`src/rtl/frame_seq_pkg.sv`:
```
// ---------------------------------------------------------------------------
// frame_seq_pkg: shared states, default timing and width helper. Rev 1.0
// ---------------------------------------------------------------------------
`default_nettype none

package frame_seq_pkg;

  typedef enum logic [1:0] {
    IDLE   = 2'd0,
    GAP    = 2'd1,
    BLANK  = 2'd2,
    ACTIVE = 2'd3
  } state_t;

  localparam int DEF_H_ACTIVE   = 16;
  localparam int DEF_V_ACTIVE   = 16;
  localparam int DEF_H_BLANK    = 4;
  localparam int DEF_GAP_CYCLES = 8;
  localparam int DEF_N_MODELS   = 5;
  localparam int DEF_NUM_FRAMES = 0;

  // Width able to hold 0..n-1, never narrower than one bit.
  function automatic int coord_w(input int n);
    return (n > 1) ? $clog2(n) : 1;
  endfunction

endpackage

`default_nettype wire

```
`src/rtl/video_line_counter.sv`:
```
// ---------------------------------------------------------------------------
// video_line_counter: blank+active line position counter with de/pix_x. Rev 1.0
// ---------------------------------------------------------------------------
`default_nettype none

module video_line_counter
  import frame_seq_pkg::*;
#(
  parameter int H_ACTIVE = DEF_H_ACTIVE,
  parameter int H_BLANK  = DEF_H_BLANK
) (
  input  logic                          clk,
  input  logic                          rst_n,
  input  logic                          enable,
  input  logic                          clear,
  output logic                          de,
  output logic [coord_w(H_ACTIVE)-1:0]  pix_x,
  output logic                          blank_end,
  output logic                          line_end
);

  localparam int LINE_LEN = H_BLANK + H_ACTIVE;
  localparam int HW       = coord_w(LINE_LEN);
  localparam int XW       = coord_w(H_ACTIVE);

  logic [HW-1:0] hcnt;
  logic [HW-1:0] hcnt_nxt;
  logic          last;
  logic          nxt_active;

  assign last       = (hcnt == HW'(LINE_LEN - 1));
  assign line_end   = enable && last;
  assign blank_end  = enable && (hcnt == HW'(H_BLANK - 1));
  assign hcnt_nxt   = last ? '0 : hcnt + 1'b1;
  assign nxt_active = (hcnt_nxt >= HW'(H_BLANK));

  // de/pix_x are registered from the next position so they line up with hcnt.
  always_ff @(posedge clk or negedge rst_n) begin
    if (!rst_n) begin
      hcnt  <= '0;
      de    <= 1'b0;
      pix_x <= '0;
    end else if (clear) begin
      hcnt  <= '0;
      de    <= 1'b0;
      pix_x <= '0;
    end else if (enable) begin
      hcnt  <= hcnt_nxt;
      de    <= nxt_active;
      pix_x <= nxt_active ? XW'(hcnt_nxt - HW'(H_BLANK)) : '0;
    end
  end

endmodule

`default_nettype wire

```
`src/rtl/frame_sequencer.sv`:
```
// ---------------------------------------------------------------------------
// frame_sequencer: frame timing generator with round-robin model select. Rev 1.0
// ---------------------------------------------------------------------------
`default_nettype none

module frame_sequencer
  import frame_seq_pkg::*;
#(
  parameter int H_ACTIVE   = DEF_H_ACTIVE,
  parameter int V_ACTIVE   = DEF_V_ACTIVE,
  parameter int H_BLANK    = DEF_H_BLANK,
  parameter int GAP_CYCLES = DEF_GAP_CYCLES,
  parameter int N_MODELS   = DEF_N_MODELS,
  parameter int NUM_FRAMES = DEF_NUM_FRAMES
) (
  input  logic                          vga_clk,
  input  logic                          rst_n,
  input  logic                          start,
  input  logic                          stop,
  output logic                          vga_vs,
  output logic                          vga_de,
  output logic [coord_w(H_ACTIVE)-1:0]  pix_x,
  output logic [coord_w(V_ACTIVE)-1:0]  pix_y,
  output logic [2:0]                    model_sel,
  output logic [7:0]                    frame_idx,
  output logic                          busy,
  output logic                          done
);

  localparam int YW = coord_w(V_ACTIVE);
  localparam int GW = coord_w(GAP_CYCLES);

  state_t        state;
  logic [GW-1:0] gap_cnt;
  logic [15:0]   frames_run;
  logic          stop_latched;
  logic          in_frame;
  logic          blank_end;
  logic          line_end;
  logic          run_over;

  assign in_frame = (state == BLANK) || (state == ACTIVE);
  assign run_over = stop || stop_latched ||
                    ((NUM_FRAMES != 0) && ((frames_run + 16'd1) == 16'(NUM_FRAMES)));

  video_line_counter #(
    .H_ACTIVE (H_ACTIVE),
    .H_BLANK  (H_BLANK)
  ) u_line (
    .clk       (vga_clk),
    .rst_n     (rst_n),
    .enable    (in_frame),
    .clear     (!in_frame),
    .de        (vga_de),
    .pix_x     (pix_x),
    .blank_end (blank_end),
    .line_end  (line_end)
  );

  always_ff @(posedge vga_clk or negedge rst_n) begin
    if (!rst_n) begin
      state        <= IDLE;
      gap_cnt      <= '0;
      frames_run   <= '0;
      stop_latched <= 1'b0;
      vga_vs       <= 1'b0;
      pix_y        <= '0;
      model_sel    <= '0;
      frame_idx    <= '0;
      busy         <= 1'b0;
      done         <= 1'b0;
    end else begin
      done <= 1'b0;
      case (state)
        IDLE: begin
          stop_latched <= 1'b0;
          if (start && !stop) begin
            state      <= GAP;
            busy       <= 1'b1;
            gap_cnt    <= '0;
            frames_run <= '0;
          end
        end
        GAP: begin
          if (stop) begin
            state <= IDLE;
            busy  <= 1'b0;
            done  <= 1'b1;
          end else if (gap_cnt == GW'(GAP_CYCLES - 1)) begin
            state   <= BLANK;
            vga_vs  <= 1'b1;
            gap_cnt <= '0;
          end else begin
            gap_cnt <= gap_cnt + 1'b1;
          end
        end
        BLANK: begin
          if (stop) stop_latched <= 1'b1;
          if (blank_end) state <= ACTIVE;
        end
        ACTIVE: begin
          if (stop) stop_latched <= 1'b1;
          if (line_end) begin
            if (pix_y != YW'(V_ACTIVE - 1)) begin
              pix_y <= pix_y + 1'b1;
              state <= BLANK;
            end else begin
              // Frame end: everything that advances per frame moves while vs drops.
              pix_y      <= '0;
              vga_vs     <= 1'b0;
              frame_idx  <= frame_idx + 8'd1;
              model_sel  <= (model_sel == 3'(N_MODELS - 1)) ? 3'd0 : model_sel + 3'd1;
              frames_run <= frames_run + 16'd1;
              if (run_over) begin
                state        <= IDLE;
                busy         <= 1'b0;
                done         <= 1'b1;
                stop_latched <= 1'b0;
              end else begin
                state   <= GAP;
                gap_cnt <= '0;
              end
            end
          end
        end
        default: state <= IDLE;
      endcase
    end
  end

endmodule

`default_nettype wire

```
`config.mk`:
```
export PLATFORM = sky130hd
export DESIGN_NAME = frame_sequencer
export DESIGN_NICKNAME = d
export VERILOG_FILES = /design/src/rtl/frame_seq_pkg.sv /design/src/rtl/video_line_counter.sv /design/src/rtl/frame_sequencer.sv
export SDC_FILE = /design/constraint.sdc
export NUM_CORES = 1
export LEC_CHECK = 0
export CAP_MARGIN = 20
export CORE_MARGIN = 5
export CORE_UTILIZATION = 50
export CTS_CLUSTER_SIZE = 12
export DETAILED_ROUTE_END_ITERATION = 10
export PLACE_DENSITY = 0.74
export SETUP_SLACK_MARGIN = 0.15
export SLEW_MARGIN = 5
export SYNTH_ARGS = -nofsm -noshare
export SYNTH_HDL_FRONTEND = slang
export SYNTH_HIERARCHICAL = 1
export SYNTH_SLANG_ARGS = --single-unit
```
`constraint.sdc`:
```
create_clock -name vga_clk -period 4.5 [get_ports vga_clk]
set_input_delay 0.9 -clock vga_clk [delete_from_list [all_inputs] [get_ports vga_clk]]
set_output_delay 0.9 -clock vga_clk [all_outputs]
set_load 0.1 [all_outputs]
```
==> results of run 1 <==
[cells by family (layout without fill, tap and decap cells)]
logic type / Yosys count / after routing / share of synthesized area
AO/OA/AOI/OAI: 46 / 46 / 0.171
XOR/XNOR: 10 / 10 / 0.0511
adder cells (fa/ha/maj): 7 / 7 / 0.0470
buffers and inverters: 14 / 38 / 0.0497
flip-flops: 34 / 34 / 0.457
AND/OR/NAND/NOR: 79 / 79 / 0.224
[how the worst max path moves through the flow]
stage,startpoint,endpoint,slack [ns],depth (start not counted)
detailed placement,frame_idx[0],frame_idx[0],1.95,1
global route,frame_idx[1],frame_idx[1],1.59,1
floorplan,pix_y[0],frame_idx[3],2.21,7
finish,frame_idx[1],frame_idx[1],1.65,1
global placement,frame_idx[0],frame_idx[0],1.97,1
CTS,frame_idx[1],frame_idx[1],1.64,1
[flip-flops by register name, summed over array words and instances (netlist names)]
register      cells
frame_idx         8
u_line/hcnt       5
pix_y             4
u_line/pix_x      4
gap_cnt           3
model_sel         3
state             2
busy              1
done              1
stop_latched      1
u_line/de         1
vga_vs            1
[worst reg2reg max path, stage by stage, from the launching register on]
cell     delay, ns
dfrtp_1       0.45
ha_1          0.45
nor2b_1       0.29
and3_1        0.22
and3_1        0.31
and2_4        0.29
nand4_1       0.13
xnor2_1       0.15
[final cells by class]
class	instances	share of cell area
clock buffer	6	0.0371
multi-input combinational	142	0.413
clock inverter	1	0.0135
timing repair buffer	27	0.120
inverter	4	0.00675
tap	48	0.0270
sequential	34	0.382
[metrics by stage]
step | area [um2] | instances | utilization
final | 2220 | 262 | 0.612
after global routing | 2220 | 262 | 0.612
after CTS | 2220 | 262 | 0.612
after detailed placement | 2110 | 255 | 0.581
after global placement | 2110 | 255 | 0.581
after floorplan | 1860 | 190 | -
[where the power goes]
group	internal, uW	leakage [uW]	total [uW]	switching (uW)
logic	73.8	0.000502	232	159
clock network	177	0.0000573	280	103
registers	339	0.000466	394	55.4
[Yosys cell counts (all sizes together), types with 3 or more instances]
| master | count |
|---|---|
| ha | 7 |
| dfrtp | 34 |
| nor2 | 11 |
| a21oi | 12 |
| xnor2 | 5 |
| nand4 | 4 |
| and3 | 6 |
| clkbuf | 3 |
| nand3 | 6 |
| inv | 4 |
| o211ai | 4 |
| xor2 | 5 |
| nor3 | 5 |
| nand2 | 31 |
| nor2b | 5 |
| o21ai | 15 |
| buf | 7 |
| nand2b | 6 |
[metal layers]
layer | up-vias | GRT usage | part of all wire
met5 | - | 0 | 0
met4 | 0 | 0.0501 | 0.012
met3 | 6 | 0.0398 | 0.054
met2 | 40 | 0.265 | 0.48
met1 | 728 | 0.203 | 0.46
li1 | 714 | - | -
==> flow_summary_export.csv, run 1 <==
group,metric,value,unit
global_routing,grt_use_total,0.159,
setup_path,critPathMaxStageDelay,1.18,ns
synth,netlist_area,0.00186,mm2
synth,synth_area_per_cell,9.80,um2
timing,worst_clock_skew,0.00646,ns
drt,wl_per_cell,14.1,um
synth,ys_top_cells_by_area,"dfrtp_1 46%, nand2_1 6.0%, ha_1 4.7%, o21ai_0 3.8%, a21oi_1 3.0%",
drt,drcViolationCount,0,
min_path,hold_class,"register to register",
synth,yosysUniqueCellTypes,46,
clock_tree,clkSlewWorstSetupHoldPaths,0.07,ns
clock_tree,cts_tree,"done",
layout,nNetsFinal,225,
setup_path,worstSetupPathType,"register to primary output",
clock_tree,cts_hold_buf,0,
outcome,status,"finished clean",
synth,synth_top_area_share,0.457,
timing,rsz0062_at_grt,"false",
power_and_ir_drop,design_power_total,907,uW
layout,mostFrequentLayoutCell,"dfrtp_1",
power_and_ir_drop,worst_ir_drop_vdd,0.000348,V
clock_tree,clk_path_buf_depth,2,
setup_path,r2r_end,"frame_idx[5]",
drt,drtIter0Drc,93,
timing,fin_crit,2.85,ns
setup_path,reg2reg_slack,2.10,ns
clock_tree,cts_setup_buffers,0,
setup_path,cp_max_fo,6,
setup_path,critical_path.cell_chain,"clkdlybuf4s50_1",
floorplanning,core-area,0.00363,mm2
min_path,holdPathEnd,"frame_idx[7]",
synth,synth-seq-area-share,0.457,
setup_path,r2r_start,"u_line/hcnt[0]",
synth,synth_flop_cell,"dfrtp_1",
clock_tree,cts_buffers,5,
clock_tree,htree_levels,2,
floorplanning,die_w,71.0,um
setup_path,rr_worst_depth,7,
setup_path,crit_family,"buffers and inverters",
floorplanning,row_count,22,
setup_path,critPathArrivalTime,1.95,ns
clock_tree,worstSkewPairLatency,0.28,ns
power_and_ir_drop,powerDensity,408,mW/mm2
setup_path,worstSetupEndpointType,"primary output",
layout,drive_gt1_frac,0.0935,
timing,maxSlewHeadroom,0.345,
layout,final_cell_mix,"34 x dfrtp_1, 30 x nand2_1, 26 x clkdlybuf4s50_1",
floorplanning,die_area,0.00504,mm2
timing,hold_violations,0,
synth,syn-num-nets,201,
layout,syn_to_final_growth,19.5,%
floorplanning,pin_count,27,
floorplanning,chipHeight,71.0,um
global_routing,grt_max_degree,35,
synth,synth_seq_cells,34,
timing,setup_viol,0,
placement,dp_worst_setup_slack,1.95,ns
clock_tree,cts_resized,0,
synth,async_reset_ff_frac,1.00,
drt,routed_via_density,5.68,
setup_path,slowest_stage,"clkdlybuf4s50_1",
global_routing,antenna_found_initial,0,
setup_path,worstPathRequired,3.60,ns
min_path,holdPathStages,1,
min_path,hp-start,"frame_idx[7]",
placement,port_buffers,26,
drt,postRouteAntennaNets,0,
synth,synth_edf_count,0,
clock_tree,numClockSinks,34,
drt,firstDrtPassIters,4,
global_routing,grt_pass1_wl,6530,um
synth,syn_inst,190,
timing,finalCritPeriodShare,0.632,
synth,yosysWarnings,6,
layout,n_fill_cell,316,
timing,tightest_slew,0.979,ns
timing,hold-worst-slack,0.474,ns
drt,routed_wl,3690,um
global_routing,grt_pass1_vias,1439,
synth,synth_area_leader_cell,"dfrtp_1",
layout,regArea,851,um2
placement,globalplace.congestion,0.805,
timing,fmax,351,MHz
setup_path,worst_setup_path_start_kind,"register",
setup_path,cp_num_buf_inv,1,
timing,worst_slack,1.65,ns
timing,slew_violations,0,
timing,setup_tns,0,ns
drt,vias,1488,
layout,multi_input_area,918,um2
run,max-cap-violations,0,
placement,dp_hpwl,2720,um
layout,antenna-diode-count,0,
power_and_ir_drop,leakage,0.00102,uW
global_routing,grt_overflow,0,
floorplanning,start_util,0.512,
clock_tree,cts-root-buf,"clkbuf_8",
Power figures use the tool's default switching activity.
==> inputs of run 2 (changes only) <==
- clock period: 4.5 -> 2.9 ns (I/O delays scaled with it)
==> flow_summary_export.csv, run 2 (synthesized netlist as in run 1, its figures left out) <==
group,metric,value,unit
floorplanning,die_area,0.00504,mm2
drt,topRoutingLayerUsed,"met4",
clock_tree,worstSkewPairLatency,0.29,ns
setup_path,r2r_start,"u_line/hcnt[0]",
setup_path,cp_num_buf_inv,0,
power_and_ir_drop,leakage,0.00107,uW
clock_tree,cts_setup_buffers,0,
global_routing,grt_pass1_vias,1441,
drt,vias,1463,
power_and_ir_drop,power_frac_comb,0.286,
floorplanning,core-area,0.00363,mm2
drt,postRouteAntennaNets,0,
timing,setup_viol,0,
clock_tree,cts_hold_buf,0,
timing,maxSlewHeadroom,0.650,
placement,port_buffers,26,
layout,top_register,"frame_idx",
setup_path,reg2reg_slack,0.56,ns
setup_path,crit_family,"simple AND/OR/NAND/NOR gates",
timing,hold_violations,0,
min_path,holdPathEnd,"frame_idx[7]",
global_routing,grt_pass1_wl,6320,um
timing,rsz0062_at_grt,"false",
power_and_ir_drop,pwr-share-clk,0.272,
clock_tree,cts_tree,"done",
placement,dp_hpwl,2630,um
drt,routed_via_density,5.54,
setup_path,r2r_end,"frame_idx[5]",
layout,multi_input_area,918,um2
setup_path,critPathArrivalTime,2.52,ns
clock_tree,numClockSinks,34,
setup_path,cp_max_fo,11,
global_routing,grt_use_total,0.156,
layout,regArea,851,um2
drt,drcViolationCount,0,
drt,wl_met3,192,um
timing,fmax,427,MHz
layout,antenna-diode-count,0,
layout,largest_reg_flops,8,
clock_tree,htree_levels,2,
drt,routed_wl,3580,um
power_and_ir_drop,design_power_total,1330,uW
drt,wl_per_cell,13.6,um
drt,wl_met2,1680,um
power_and_ir_drop,powerDensity,614,mW/mm2
layout,mostFrequentLayoutCell,"dfrtp_1",
floorplanning,chipHeight,71.0,um
setup_path,worstSetupPathType,"register to register",
floorplanning,start_util,0.512,
drt,drtIter0Drc,86,
drt,met1Wirelength,1640,um
setup_path,worstSetupEndpointType,"register",
layout,syn_to_final_growth,15.9,%
setup_path,critPathMaxStageDelay,0.43,ns
setup_path,worstPathRequired,3.08,ns
timing,fin_crit,2.34,ns
floorplanning,die_w,71.0,um
setup_path,critical_path.cell_chain,"ha_1 > nor2b_1 > and3_1 > and3_1 > and2_4 > nand4_1 > xnor2_1",
layout,nNetsFinal,226,
clock_tree,clk_path_buf_depth,2,
layout,n_fill_cell,347,
power_and_ir_drop,p_seq_frac,0.443,
clock_tree,cts_buffers,5,
clock_tree,clkSlewWorstSetupHoldPaths,0.07,ns
timing,worst_clock_skew,0.00413,ns
timing,finalCritPeriodShare,0.807,
setup_path,slowest_stage,"dfrtp_1",
drt,firstDrtPassIters,4,
placement,globalplace.congestion,0.841,
min_path,holdPathStages,1,
global_routing,grt_overflow,0,
floorplanning,pin_count,27,
outcome,status,"finished clean",
clock_tree,cts-root-buf,"clkbuf_8",
min_path,hp-start,"frame_idx[7]",
power_and_ir_drop,p_sw,494,uW
setup_path,rr_worst_depth,7,
layout,reg.largest.list,"frame_idx (8), u_line/hcnt (5)",
global_routing,grt_max_degree,35,
setup_path,cpMostUsedCell,"and3_1",
timing,setup_tns,0,ns
layout,drive_gt1_frac,0.208,
setup_path,worst_setup_path_start_kind,"register",
timing,slew_violations,0,
clock_tree,cts_resized,0,
timing,tightest_slew,0.521,ns
power_and_ir_drop,switching_share,0.373,
run,max-cap-violations,0,
global_routing,antenna_found_initial,0,
power_and_ir_drop,internal_power,831,uW
floorplanning,row_count,22,
min_path,hold_class,"register to register",
layout,final_cell_mix,"34 x dfrtp_1, 30 x nand2_1, 25 x buf_4",
power_and_ir_drop,worst_ir_drop_vdd,0.000442,V
==> run 2: cell types whose count changed in the layout (fill, tap and decap cells not counted) <==
| cell | previous run | this run |
|---|---|---|
| clkinvlp_4 | 0 | 1 |
| clkdlybuf4s50_1 | 26 | 3 |
| clkinv_2 | 0 | 1 |
| bufinv_16 | 1 | 0 |
| buf_4 | 1 | 25 |
==> run 2: how the worst max path moves through the flow <==
| stage | start | endpoint | slack, ns | cells past startpoint |
|---|---|---|---|---|
| floorplan | pix_y[0] | frame_idx[3] | 0.61 | 7 |
| global placement | u_line/hcnt[0] | frame_idx[5] | 0.68 | 7 |
| detailed placement | u_line/hcnt[0] | frame_idx[5] | 0.59 | 7 |
| CTS | u_line/hcnt[0] | frame_idx[5] | 0.56 | 7 |
| global route | u_line/hcnt[0] | frame_idx[5] | 0.38 | 7 |
| finish | u_line/hcnt[0] | frame_idx[5] | 0.56 | 7 |
==> run 2: cell type report <==
cell class | count | share of cell area
clock buffer | 6 | 0.0383
clock inverter | 2 | 0.00580
inverter | 4 | 0.00696
multi-input combinational | 142 | 0.426
sequential | 34 | 0.394
tap | 48 | 0.0278
timing repair buffer | 28 | 0.101
==> run 2: routing by layer <==
layer,global-route usage,vias to the layer above
met3,0.0540,8
met5,0,-
li1,-,711
met4,0.0689,0
met1,0.194,704
met2,0.244,40
==> run 2: metrics by stage <==
stage	instances	cell area, um2	setup WS [ns]	hold slack, ns	util
2_1_floorplan	190	1860	0.612	0.284	-
3_3_place_gp	256	2060	0.682	0.460	0.567
3_5_place_dp	256	2060	0.588	0.470	0.567
4_1_cts	264	2160	0.561	0.479	0.594
5_1_grt	264	2160	0.377	0.496	0.594
6_report	264	2160	0.560	0.470	0.594
==> run 2: power groups by stage <==
stage | Combinational (uW) | Sequential [uW] | Clock (uW)
4_1_cts | 384 | 587 | 372
2_1_floorplan | 199 | 695 | 0
5_1_grt | 413 | 601 | 392
3_3_place_gp | 374 | 593 | 0
3_5_place_dp | 382 | 597 | 0
6_report | 378 | 587 | 360
==> run 2: worst register-to-register path: stages, from the launching register on <==
cell and delay, ns:
dfrtp_1 0.43, ha_1 0.42, nor2b_1 0.29, and3_1 0.23
and3_1 0.31, and2_4 0.28, nand4_1 0.13, xnor2_1 0.15
